===== config.mk =====
export PLATFORM = sky130hd
export DESIGN_NAME = alu_mul_sequencer
export DESIGN_NICKNAME = d
export VERILOG_FILES = /design/src/rtl/alu_mul_sequencer.sv
export SDC_FILE = /design/constraint.sdc
export NUM_CORES = 1
export LEC_CHECK = 0
export ABC_AREA = 1
export CORE_AREA = 4 4 88 90
export CTS_BUF_LIST = sky130_fd_sc_hd__clkbuf_4
export CTS_CLUSTER_SIZE = 10
export DETAILED_ROUTE_END_ITERATION = 6
export DIE_AREA = 0 0 92 94
export PLACE_DENSITY = 0.68
export SYNTH_ARGS = -nofsm -noshare
export SYNTH_HDL_FRONTEND = slang
export SYNTH_SLANG_ARGS = --single-unit

===== constraint.sdc =====
create_clock -name CLK -period 3.05 [get_ports CLK]
set_input_delay 0.305 -clock CLK [delete_from_list [all_inputs] [get_ports CLK]]
set_output_delay 0.305 -clock CLK [all_outputs]
set_load 0.05 [all_outputs]

===== src/rtl/alu_mul_sequencer.sv =====
// Shift-add multiplier that borrows the shared ALU (add op) for WIDTH steps
// and returns the low WIDTH bits of opA*opB. Optional: MUL_EARLY_EXIT_EN.
module alu_mul_sequencer #(
  parameter int         WIDTH  = 16,
  parameter logic [2:0] ADD_OP = 3'b000,
  parameter int         CNT_W  = 5
) (
  input  logic             CLK,
  input  logic             reset_n,
  input  logic             start,
  input  logic [WIDTH-1:0] opA,
  input  logic [WIDTH-1:0] opB,
  output logic             busy,
  output logic             done,
  output logic [WIDTH-1:0] product,
  output logic             aluReq,
  output logic [WIDTH-1:0] aluA,
  output logic [WIDTH-1:0] aluB,
  output logic [2:0]       aluOp,
  input  logic [WIDTH-1:0] aluResult
);

  typedef enum logic [1:0] {IDLE, RUN, DONE} state_t;

  localparam logic [CNT_W-1:0] LAST_STEP = CNT_W'(WIDTH - 1);

  state_t           state_reg, state_next;
  logic [WIDTH-1:0] mcand_reg, mcand_next;
  logic [WIDTH-1:0] mplier_reg, mplier_next;
  logic [WIDTH-1:0] product_reg, product_next;
  logic [CNT_W-1:0] count_reg, count_next;
  logic             early_exit;

`ifdef MUL_EARLY_EXIT_EN
  // No multiplier bits left: remaining steps would only shift, so stop now.
  assign early_exit = (mplier_reg == '0);
`else
  assign early_exit = 1'b0;
`endif

  always_ff @(posedge CLK or negedge reset_n) begin
    if (!reset_n) begin
      state_reg   <= IDLE;
      mcand_reg   <= '0;
      mplier_reg  <= '0;
      product_reg <= '0;
      count_reg   <= '0;
    end else begin
      state_reg   <= state_next;
      mcand_reg   <= mcand_next;
      mplier_reg  <= mplier_next;
      product_reg <= product_next;
      count_reg   <= count_next;
    end
  end

  always_comb begin
    state_next   = state_reg;
    mcand_next   = mcand_reg;
    mplier_next  = mplier_reg;
    product_next = product_reg;
    count_next   = count_reg;
    case (state_reg)
      IDLE: begin
        if (start) begin
          mcand_next   = opA;
          mplier_next  = opB;
          product_next = '0;
          count_next   = '0;
          state_next   = RUN;
        end
      end
      RUN: begin
        if (early_exit) begin
          state_next = DONE;
        end else begin
          if (mplier_reg[0]) product_next = aluResult;
          mcand_next  = mcand_reg << 1;
          mplier_next = mplier_reg >> 1;
          count_next  = count_reg + 1'b1;
          if (count_reg == LAST_STEP) state_next = DONE;
        end
      end
      DONE:    state_next = IDLE;
      default: state_next = IDLE;
    endcase
  end

  assign busy    = (state_reg != IDLE);
  assign done    = (state_reg == DONE);
  assign aluReq  = (state_reg == RUN);
  assign product = product_reg;

  // ALU inputs are held at zero outside RUN so the shared ALU stays quiet.
  assign aluA  = aluReq ? product_reg : '0;
  assign aluB  = aluReq ? mcand_reg   : '0;
  assign aluOp = aluReq ? ADD_OP      : 3'b000;

endmodule


==> impl_metrics.toml <==
[global_route]
grt.overflow.total = 0
antenna_found_initial = 0
grt_pass1_vias = 2619
gr-usage-all-layers_pct = 16.8
grt_max_degree = 56
grt_pass1_wl_mm = 11.9

[clock_tree]
hold_buffers = 0
cts_sinks = 55
clk_pin_slew_ns = 0.15
cts_setup_buffers = 0
worstSkewPairLatency_ns = 0.37
cts_buffers = 5
cts-root-buf = "clkbuf_4"
cts_tree = "done"
cts_resized = 0
clk_path_buf_depth = 2
cts_max_level = 2

[timing]
fin_crit_sh_pct = 86.0
min_period_ns = 2.62
rsz0062_at_grt = "false"
finalWorstSetupSlack_ns = 0.427
tns_ns = 0
relSlewSlack_pct = 53.6
fmax_mhz = 381
final_max_slew_viol_count = 0
setup_violations = 0
tightestPinTransition_ns = 0.697
finalHoldViolations = 0
skew_ns = 0.0125
hold_ws_ns = 0.0129

[pwr]
total_power_mw = 4.52
p_per_area_nw_per_um2 = 1130
p_leak_nw = 2.09
ir_drop_uv = 510

[synth]
synth_xor_area_share_pct = 0
synth_top_family_by_area = "simple AND/OR/NAND/NOR gates"
synth_compound_area_share_pct = 0.922
synthCells = 369
synthSimpleGateAreaFrac_pct = 37.4
netlist_area_sq_um = 2710
muxShareOfSynthArea_pct = 0
ys_types = 17
synth_fa_ha_area_share_pct = 0.922
seq_area_frac_synth_pct = 50.7
synth_warnings = 0
syn_area_per_cell_sq_um = 7.35
yosys_register_bits = 55

[cells_and_area]
final_common_cell = "nand2_1"
layout-drive-gt1-share_pct = 8.60
stdcell_count = 564
synthToLayoutAreaGrowth_pct = 47.4
diodes = 0
final_cell_mix = "152 x nand2_1, 82 x clkdlybuf4s50_1, 65 x nand3_1"
num-fill-cells = 674
finish.instance_area_sq_um = 4000
utilization_pct = 56.7
final_nets = 517

[die]
fp-row-count = 31
core_sq_um = 7060
chipHeight_um = 94
die-area_sq_um = 8650
initial_utilization_pct = 38.4
ios = 105
die_w_um = 92

[critical_path]
crit_fanout = 18
critPathCaptureType = "primary output"
criticalPathCategory = "flop to primary output"
startpoint_type = "flop"
cp_data_required_time_ns = 2.74
cp.arrival_ns = 2.32
ff2ff_path_depth = 8

[min_path]
hp-class = "input pin to asynchronous set/reset pin"

[placement]
dp_hpwl_mm = 4.96
routabilityCongestion = 0.772
dpl-instance-area_sq_um = 3940
place_ws_ns = 0.818
dp.cells = 556
portBuffers = 101

[outcome]
outcome = "finished clean"

[drt]
viasPerCell = 4.57
first_pass_iters = 4
post-route-drc-count = 0
postRouteAntennaNets = 0
routedWlPerCell_um = 12.2
drt-total-wl_mm = 6.85
vias = 2576
drt-initial-drc-count = 110

[run]
maxCapViolCount = 0
## where the power goes
part | internal (mW) | switching, mW
sequential | 1.04 | 0.201
clock | 0.0984 | 0.217
combinational | 1.05 | 1.91
total | 2.19 | 2.33
## Yosys cell counts (all sizes together)
| master | count | area [sq um] |
|---|---|---|
| inv | 40 | 150 |
| nor2 | 23 | 93.8 |
| clkbuf | 3 | 11.3 |
| ha | 2 | 25.0 |
| nand4 | 1 | 6.26 |
| o21ai | 5 | 25.0 |
| dfrtp | 55 | 1380 |
| nand3 | 65 | 325 |
| nand2 | 155 | 589 |
| conb | 1 | 3.75 |
| buf | 19 | 108 |
## cell families after synthesis
family	after synthesis
compound gates	5
fa+ha+maj	2
buf+inv	62
flops	55
other cells	1
simple gates	244
## critical path: stages (launching register included)
cell,delay [ns]
dfrtp_1,0.45
inv_2,0.26
nand2_2,0.26
nor2_1,0.15
clkdlybuf4s50_1,0.83
## metal layers
layer / share of wire (%) / global-route usage [%] / up-vias
met4: 0.95 / 3.84 / 0
met3: 6.2 / 4.33 / 6
met2: 50 / 29.6 / 59
li1: - / - / 1314
met5: 0 / 0 / -
met1: 43 / 20.6 / 1197
## final cells by class
cell class,instances,area (sq um),share of cell area [%]
clock inverter,2,12.5,0.313
tap,99,124,3.10
timing repair buffer,108,1210,30.3
multi-input combinational,254,1080,27.0
sequential,55,1380,34.4
inverter,40,150,3.75
clock buffer,6,45.0,1.13
## final timing paths
check | from | end | slack (ns)
max | state_reg[1] | aluA[8] | 0.43
min reg2reg | mplier_reg[15] | mplier_reg[15] | 0.50
max reg2reg | state_reg[0] | product[7] | 1.03
min in group CLK | aluResult[1] | product[1] | 0.45
max in group asynchronous | reset_n | mcand_reg[13] | 2.55
min | reset_n | product[8] | 0.01
Power figures use the tool's default switching activity.
==> variant (same settings) <==
Add an input register stage for `start`, `opA`, `opB` and `aluResult`; this delays them by one clock.
--- a/src/rtl/alu_mul_sequencer.sv
+++ b/src/rtl/alu_mul_sequencer.sv
@@ -25,2 +25,14 @@
   localparam logic [CNT_W-1:0] LAST_STEP = CNT_W'(WIDTH - 1);
+
+  logic start_q;
+  logic [WIDTH-1:0] opA_q;
+  logic [WIDTH-1:0] opB_q;
+  logic [WIDTH-1:0] aluResult_q;
+
+  always_ff @(posedge CLK) begin
+    start_q     <= start;
+    opA_q       <= opA;
+    opB_q       <= opB;
+    aluResult_q <= aluResult;
+  end
 
@@ -64,5 +76,5 @@
       IDLE: begin
-        if (start) begin
-          mcand_next   = opA;
-          mplier_next  = opB;
+        if (start_q) begin
+          mcand_next   = opA_q;
+          mplier_next  = opB_q;
           product_next = '0;
@@ -76,3 +88,3 @@
         end else begin
-          if (mplier_reg[0]) product_next = aluResult;
+          if (mplier_reg[0]) product_next = aluResult_q;
           mcand_next  = mcand_reg << 1;
Formal check against the unedited RTL: not equivalent (Yosys sat finds a counterexample within 4 cycles, from zero or initial values and one cycle with reset_n low).
==> variant against the unedited design <==
Cell area grew 27%. Critical endpoint is now aluA[10]. Total power up 22%. First-iteration DRC count increased by 0.91%. Non-clock buffer count grew 3. Sequential cell count rose by 49. Clock skew barely moved. Area after synthesis is 36% higher. Synthesized cell count is 13% higher. Worst setup slack lost 0.14 ns. Wire length is 11% higher.
==> variant: results (changes against the unedited design) <==
* Status: completed
* DP HPWL at 5359 microns (+8.1%)
* Resize count post-CTS at 0 (unchanged)
* Setup Buffers After CTS at 0 (unchanged)
* Pre-CTS setup slack at 0.7887 ns (-0.02976 ns)
* Fill count at 546 (-19%)
* Slew of the pin with the lowest slew margin at 0.6638 ns (-0.03279 ns)
* Port Buffer Count at 101 (unchanged)
* Final Skew at 0.01289 ns (+0.0003541 ns)
* All-layer global routing usage at 0.1849 (+0.01727)
* Worst-case reg-to-reg path depth at 8 (unchanged)
* Dpl cells at 607 (+9.2%)
* Largest net degree at the start of global routing at 53 (-5.4%)
* Worst Hold Class: in2async
* Clock tree buffer depth at 2 (unchanged)
* Syn Inst Count at 418 (+13%)
* # hold bufs at CTS at 1 (+1)
* Layout cells sized above 1 at 0.09143 (+0.005407)
* # diodes at 0 (unchanged)
* Root buffer cell: clkbuf_4
* Antenna violations before repair at 0 (unchanged)
* Worst skew pair latency at 0.43 ns (+0.06 ns)
* Final wirelength at 7605 microns (+11%)
* Synth Warn # at 0 (unchanged)
* Syn Std Cell Area at 0.003695 sq mm (+36%)
* Psw at 2.570 mW (+10%)
* Drt pass-1 iters at 4 (unchanged)
* Num CTS Buffers at 9 (+4)
* Syn-to-layout area delta at 37.35%
* Vias at 2888 (+12%)
* Final nets at 573 (+11%)
* Post-route non-filler standard cell count at 624 (+11%)
* Register area share after synthesis at 0.6380 (+0.1308)
* Peak supply drop at 0.6646 mV (+30%)
* Synth cell types at 18 (+1)
* Vias in the first global route at 2815 (+7.5%)
* Worst Path Arrival at 2.46 ns (+0.14 ns)
* Clock-pin transition on the worst setup and hold timing paths at 0.15 ns (about the same)
* Global-route wire length before repair at 12740 microns (+6.8%)
* Hold slack at 0.1783 ns (+0.1654 ns)
* Async S/R FF share, synth at 0.5288 (-0.4712)
* Leak Pwr at 2.545 nW (+22%)
* H-tree Lvls at 3 (+1)
* Worst R2R Setup Slack at 1.06 ns (+0.03 ns)
* Routability congestion estimate at 0.7324 (-5.2%)
* Predominant post-synthesis flop cell: dfrtp_1
* Crit-path max FO at 18 (unchanged)
* Ranking of synthesized cells by area: dfrtp_1, dfxtp_1, nand2_1, nand3_1, inv_1
* Post-synth top cells: nand2_1, nand3_1, dfrtp_1
* PnR worst setup slack at 0.2865 ns (-0.1404 ns)
* Area post-placement at 0.004942 sq mm (+25%)
* Drt initial violations at 111 (+0.91%)
## variant: critical path, stage by stage, from the launching register on
cell	delay [ns]
dfrtp_1	0.45
inv_2	0.27
nand2_2	0.28
nor2_1	0.19
clkdlybuf4s50_1	0.84
## variant: area by class of cell
| cell class | count | share of cell area |
|---|---|---|
| clock buffers | 9 | 0.01331 |
| clock inverters | 7 | 0.01085 |
| inverters | 40 | 0.02959 |
| multi-input cells | 254 | 0.2128 |
| flip-flops and latches | 104 | 0.4645 |
| well taps | 99 | 0.02441 |
| repair buffers | 111 | 0.2446 |
## variant: worst paths after layout
path	from	to
setup / recovery	state_reg[1]	aluA[10]
hold / removal	reset_n	product[10]
setup reg to reg	state_reg[0]	product[0]
hold reg to reg	aluResult_q[4]	product[4]
max in group asynchronous	reset_n	count_reg[4]
min in group CLK	opA[5]	opA_q[5]
## variant: cells by family (layout without fill, tap and decap cells)
logic type,count (synthesis),in the layout,synth area share
compound gates,5,5,0.006772
fa+ha+maj,2,2,0.006772
buf+inv,62,167,0.07281
flops,104,104,0.6380
other cells,1,3,0.001015
simple gates,244,244,0.2746
## variant: power groups by stage
stage                     registers [mW]  clock network (mW)  logic [mW]
after global placement              1.94                   0        2.96
after CTS                           1.92               0.644        3.01
final                               1.92               0.621        2.98
after detailed placement            1.95                   0        3.01
after global routing                1.98               0.702        3.22
after floorplan                     2.24                   0        1.59
## variant: metal layers
metal | share of wire | vias to the layer above | track usage
met5 | 0 | - | 0
met3 | 0.061 | 7 | 0.05849
met2 | 0.51 | 64 | 0.3114
met1 | 0.42 | 1333 | 0.2290
li1 | - | 1484 | -
met4 | 0.0089 | 0 | 0.05446
